===== src/rtl/xsleena_pkg.sv =====
// xsleena_pkg
//   Shared definitions for the CPU A interrupt controller slice.
//   - Register offsets on CPU A's bus (write side).
//   - Bit positions of the status byte returned on reads.
//   - raster_match(): the line-compare rule for the raster IRQ.
package xsleena_pkg;

  // Write offsets. Offset 5 is where the shared decoder routes CPU B's
  // acknowledge of its own FIRQ. Offsets 6 and 7 are unused.
  localparam logic [2:0] IRQ_ACK_NMI  = 3'd0;
  localparam logic [2:0] IRQ_ACK_FIRQ = 3'd1;
  localparam logic [2:0] IRQ_ACK_IRQ  = 3'd2;
  localparam logic [2:0] FIRQB_SET    = 3'd3;
  localparam logic [2:0] IRQ_EN_REG   = 3'd4;
  localparam logic [2:0] FIRQB_ACK    = 3'd5;

  // Bit positions in the status byte.
  localparam int DOUT_NMI_BIT   = 0;
  localparam int DOUT_FIRQ_BIT  = 1;
  localparam int DOUT_IRQ_BIT   = 2;
  localparam int DOUT_FIRQB_BIT = 3;
  localparam int DOUT_VBL_BIT   = 7;

  // Bit positions in the enable register.
  localparam int EN_NMI_BIT  = 0;
  localparam int EN_FIRQ_BIT = 1;
  localparam int EN_IRQ_BIT  = 2;

  // The raster IRQ uses only the low four line bits, so the line count can
  // wrap freely without affecting anything beyond this compare.
  function automatic logic raster_match(input logic [3:0] vpos_lo,
                                        input logic [3:0] mask,
                                        input logic [3:0] val);
    return ((vpos_lo & mask) == val);
  endfunction

endpackage


===== src/rtl/xsleena_irq_latch.sv =====
// xsleena_irq_latch
//   One interrupt-pending flag. Set and clear may arrive in the same cycle;
//   the set wins so an event is never lost to a racing acknowledge.
// Ports:
//   HCLK  in   system clock
//   RSTn  in   asynchronous active-low reset
//   set   in   set request (single cycle)
//   clr   in   clear request (single cycle)
//   q     out  pending flag
module xsleena_irq_latch (
  input  logic HCLK,
  input  logic RSTn,
  input  logic set,
  input  logic clr,
  output logic q
);

  always_ff @(posedge HCLK or negedge RSTn) begin
    if (!RSTn)
      q <= 1'b0;
    else if (set)
      q <= 1'b1;
    else if (clr)
      q <= 1'b0;
  end

endmodule


===== src/rtl/xsleena_cpua_irq_ctrl.sv =====
// xsleena_cpua_irq_ctrl
//   Interrupt controller for main CPU A (MC6809E). Builds nNMI (VBL rising
//   edge), nIRQ (raster line match) and nFIRQ (request from CPU B), plus the
//   FIRQ line towards CPU B. Each source is latched and cleared by a CPU
//   write to its acknowledge offset.
// Ports:
//   HCLK      in   system clock
//   RSTn      in   asynchronous active-low reset
//   VPOS      in   vertical line count (9)
//   LINE_STB  in   start-of-line pulse
//   VBL       in   vertical blank level
//   FIRQ_REQ  in   FIRQ request pulse from CPU B
//   BUS_EN    in   CPU bus cycle qualifier
//   CS        in   register block select
//   A         in   register offset (3)
//   RnW       in   CPU read/not-write
//   DIN       in   CPU write data (8)
//   DOUT      out  status read data (8)
//   nNMI, nFIRQ, nIRQ  out  CPU A interrupt lines, active low
//   nFIRQ_B   out  FIRQ to CPU B, active low
module xsleena_cpua_irq_ctrl
  import xsleena_pkg::*;
#(
  parameter logic [3:0] IRQ_LINE_MASK  = 4'hF,
  parameter logic [3:0] IRQ_LINE_VAL   = 4'h8,
  parameter logic       VBL_NMI_EN_RST = 1'b0
) (
  input  logic       HCLK,
  input  logic       RSTn,
  input  logic [8:0] VPOS,
  input  logic       LINE_STB,
  input  logic       VBL,
  input  logic       FIRQ_REQ,
  input  logic       BUS_EN,
  input  logic       CS,
  input  logic [2:0] A,
  input  logic       RnW,
  input  logic [7:0] DIN,
  output logic [7:0] DOUT,
  output logic       nNMI,
  output logic       nFIRQ,
  output logic       nIRQ,
  output logic       nFIRQ_B
);

  logic [2:0] en;
  logic       vbl_q;
  logic       wr;
  logic       nmi_set, firq_set, irq_set;
  logic       nmi_p, firq_p, irq_p, firqb_p;

  // The upper line bits and write-data bits play no part in this block.
  logic unused_bits;
  assign unused_bits = ^{VPOS[8:4], DIN[7:3]};

  assign wr = BUS_EN & CS & ~RnW;

  // Enable register and the VBL history used for edge detection. Because
  // vbl_q resets to 0, a VBL already high at reset release counts as a
  // rising edge and yields one NMI if that source is enabled.
  always_ff @(posedge HCLK or negedge RSTn) begin
    if (!RSTn) begin
      en    <= {2'b00, VBL_NMI_EN_RST};
      vbl_q <= 1'b0;
    end else begin
      vbl_q <= VBL;
      if (wr && (A == IRQ_EN_REG))
        en <= DIN[2:0];
    end
  end

  // Event qualification. Disabled events are dropped on the floor; nothing
  // is remembered for a later enable.
  always_comb begin
    nmi_set  = VBL & ~vbl_q & en[EN_NMI_BIT];
    firq_set = FIRQ_REQ & en[EN_FIRQ_BIT];
    irq_set  = LINE_STB & en[EN_IRQ_BIT] &
               raster_match(VPOS[3:0], IRQ_LINE_MASK, IRQ_LINE_VAL);
  end

  xsleena_irq_latch u_nmi (
    .HCLK (HCLK), .RSTn (RSTn),
    .set  (nmi_set),
    .clr  (wr && (A == IRQ_ACK_NMI)),
    .q    (nmi_p)
  );

  xsleena_irq_latch u_firq (
    .HCLK (HCLK), .RSTn (RSTn),
    .set  (firq_set),
    .clr  (wr && (A == IRQ_ACK_FIRQ)),
    .q    (firq_p)
  );

  xsleena_irq_latch u_irq (
    .HCLK (HCLK), .RSTn (RSTn),
    .set  (irq_set),
    .clr  (wr && (A == IRQ_ACK_IRQ)),
    .q    (irq_p)
  );

  // CPU A raises CPU B's FIRQ at one offset and CPU B clears it at another.
  xsleena_irq_latch u_firqb (
    .HCLK (HCLK), .RSTn (RSTn),
    .set  (wr && (A == FIRQB_SET)),
    .clr  (wr && (A == FIRQB_ACK)),
    .q    (firqb_p)
  );

  // The latches are the output registers; only an inversion follows.
  assign nNMI    = ~nmi_p;
  assign nFIRQ   = ~firq_p;
  assign nIRQ    = ~irq_p;
  assign nFIRQ_B = ~firqb_p;

  // Status is readable at every offset and reads as zero when deselected.
  always_comb begin
    DOUT = 8'h00;
    if (CS && RnW) begin
      DOUT[DOUT_VBL_BIT]   = VBL;
      DOUT[DOUT_FIRQB_BIT] = firqb_p;
      DOUT[DOUT_IRQ_BIT]   = irq_p;
      DOUT[DOUT_FIRQ_BIT]  = firq_p;
      DOUT[DOUT_NMI_BIT]   = nmi_p;
    end
  end

endmodule


===== config.mk =====
export PLATFORM = sky130hd
export DESIGN_NAME = xsleena_cpua_irq_ctrl
export DESIGN_NICKNAME = d
export VERILOG_FILES = /design/src/rtl/xsleena_pkg.sv /design/src/rtl/xsleena_irq_latch.sv /design/src/rtl/xsleena_cpua_irq_ctrl.sv
export SDC_FILE = /design/constraint.sdc
export NUM_CORES = 1
export LEC_CHECK = 0
export ABC_AREA = 1
export BUFFER_PORTS_ARGS = -buffer_cell sky130_fd_sc_hd__buf_4
export CORE_MARGIN = 3
export CORE_UTILIZATION = 30
export CTS_CLUSTER_DIAMETER = 60
export DETAILED_ROUTE_END_ITERATION = 16
export PLACE_DENSITY = 0.73
export SLEW_MARGIN = 10
export SYNTH_ARGS = -nofsm -noshare
export SYNTH_HDL_FRONTEND = slang
export SYNTH_SLANG_ARGS = --single-unit

===== constraint.sdc =====
create_clock -name HCLK -period 1.5 [get_ports HCLK]
set_input_delay 0.225 -clock HCLK [delete_from_list [all_inputs] [get_ports HCLK]]
set_output_delay 0.225 -clock HCLK [all_outputs]
set_load 0.05 [all_outputs]

==> results.tsv <==
stage	metric	value	unit
grt	total grt overflow	0	
critical_path	Arr. time, crit path	950	ps
placement	IO Port Bufs	26	
layout	area occupied by multi-input gates	220	um^2
timing	crit path time final	1170	ps
critical_path	crit-path max FO	2	
flow_run	max_cap viols	0	
layout	commonest cells after routing, fill and taps aside	buf_4 (26), nand2_1 (23), nor2_1 (12), dfrtp_1 (8), inv_1 (7)	
critical_path	crit path buf inv count	2	
synth	register area share after synthesis	42.7	%
placement	gpl congestion	0.719	
layout	most common cell after layout, fill and taps aside	buf_4	
critical_path	CP max-delay cell	dfrtp_1	
layout	Antenna Cells	0	
critical_path	slowest stage delay, CP	340	ps
synth	Synth area leader	dfrtp_1	
floorplan	die width	45.5	um
grt	largest net degree at the start of global routing	10	
clock_tree	CTS buffer count	3	
synth	Yosys warnings	0	
grt	first-pass GRT wire length	1.66	mm
drt	number of detailed-route iterations in the first pass	2	
placement	HPWL Detailed	824	um
critical_path	CP top delay family	flip-flops	
drt	Antenna Violating Nets Remaining	0	
clock_tree	Root Driver	clkbuf_4	
drt	post-detailed-route wirelength per cell	8.79	um
critical_path	Startpoint Class	register	
pwr	Peak VDD IR	0.000595	V
floorplan	num ports	40	
floorplan	initial core utilization	33.9	%
pwr	Pleak	0.000413	uW
drt	initial DRC count	5	
synth	Synth top area share	42.7	%
grt	Tot GR Track Use	11.5	%
layout	Fillers	139	
drt	Via Count	471	
synth	cell area after synthesis	469	um^2
placement	Setup WS pre-CTS	451	ps
synth	Gate Count Post-Synth	66	
synth	Synth Register Bits	8	
pwr	PwrDens	1130	mW/mm^2
clock_tree	clock latency on the worst-skew pair	250	ps
timing	Total Neg Setup Slack	0	ps
min_path	Worst Hold Class	primary input to register	
floorplan	core region area	0.00138	mm^2
floorplan	die area	0.00207	mm^2
clock_tree	clock sinks	8	
timing	final count of hold timing violations	0	
synth	Netlist cell types	12	
critical_path	crit end category	output port	
run_status	run status	completed	
clock_tree	CTS tree	done	
critical_path	CP cell instances	inv_1 -> nor2_1 -> buf_4	
layout	layout cells sized above 1	37.9	%
clock_tree	Clock Path Buffers	2	
timing	Max Clock Skew	6.09	ps
timing	period utilization	78.0	%
floorplan	row cnt	13	
synth	Avg Cell Area, Syn	7.11	um^2
critical_path	Crit Path Category	register to output port	
layout	register area	200	um^2
timing	# setup viols final	0	
clock_tree	clk slew on worst S/H paths	60	ps
drt	via-per-instance ratio	4.28	
timing	RSZ-0062 raised after global routing	false	
timing	Pins Over Slew Limit	0	
clock_tree	cts repair resizes	0	
drt	WL final	967	um
clock_tree	H-tree levels	1	
grt	initial antenna violation count	0	
critical_path	Worst Path Required	1270	ps
layout	Final #Nets	125	
grt	number of global-route vias before repair	428	
timing	FMAX	854	MHz
synth	top post-synthesis cells by area	dfrtp_1 (43%), nand2_1 (18%), nor2_1 (9.6%)	
drt	DRC	0	
timing	setup ws final	330	ps
floorplan	Die Span Y	45.5	um
layout	Area Growth Syn to Fin	49.3	%
-- kinds of logic (layout without fill, tap and decap cells) --
| family | count (synthesis) | after routing | synth area share (%) |
|---|---|---|---|
| AND/OR/NAND/NOR | 45 | 45 | 44.5 |
| buffers and inverters | 12 | 39 | 12.0 |
| other | 1 | 3 | 0.799 |
| flip-flops | 8 | 8 | 42.7 |
-- state kept, by name, summed over array words and instances (netlist names) --
| signal | cells |
|---|---|
| u_firqb.q | 1 |
| en | 3 |
| u_nmi.q | 1 |
| vbl_q | 1 |
| u_firq.q | 1 |
| u_irq.q | 1 |
-- final cells by class --
class | count | area share (%)
multi-input cells | 48 | 31.4
repair buffers | 27 | 29.3
flip-flops and latches | 8 | 28.6
inverters | 9 | 4.82
clock buffers | 3 | 3.21
well taps | 15 | 2.68
-- path summary, 6_finish.rpt --
| kind | startpoint | endpoint | slack, ps | cells past startpoint |
|---|---|---|---|---|
| worst min-delay path | VBL | vbl_q | 100 | 1 |
| worst max register to register | en[2] | u_irq.q | 880 | 2 |
| min in group asynchronous | RSTn | en[1] | 320 | 2 |
| worst min register to register | u_nmi.q | u_nmi.q | 470 | 2 |
| worst max-delay path | u_firqb.q | DOUT[3] | 330 | 3 |
| max in group asynchronous | RSTn | u_nmi.q | 1050 | 2 |
-- through the flow --
stage | instances | hold WS, ps | cell area, um^2 | total power [uW] | util, %
4_1_cts | 110 | 85.2 | 701 | 804 | 50.7
2_1_floorplan | 68 | -70.6 | 477 | 519 | -
3_5_place_dp | 106 | 49.1 | 668 | 634 | 48.3
5_1_grt | 110 | 79.8 | 701 | 842 | 50.7
3_3_place_gp | 106 | 48.6 | 668 | 628 | 48.3
6_report | 110 | 95.0 | 701 | 789 | 50.7
-- cell usage after synthesis, drive strengths merged --
master	number
nand2	26
nor2	14
inv	9
dfrtp	8
buf	3
nand3	3
nand4	2
conb	1
-- routing by layer --
layer  routed length, um  global-route usage, %  vias to the layer above
met5                   0                      0                        -
met4                   0                   7.02                        0
met3                 109                   3.56                        0
met2                 488                   19.5                       21
met1                 368                   12.1                      200
li1                    -                      -                      250
-- what timing repair did --
action,CTS,global route
buffers inserted,0,0
endpoints found under the hold margin,8,0
hold buffers,1,0
-- power by group --
part | leakage (uW) | switching, uW | internal, uW
registers | 0.0000963 | 21.2 | 260
logic | 0.000303 | 236 | 110
clock network | 0.0000138 | 70.0 | 91.4
Power figures use the tool's default switching activity.
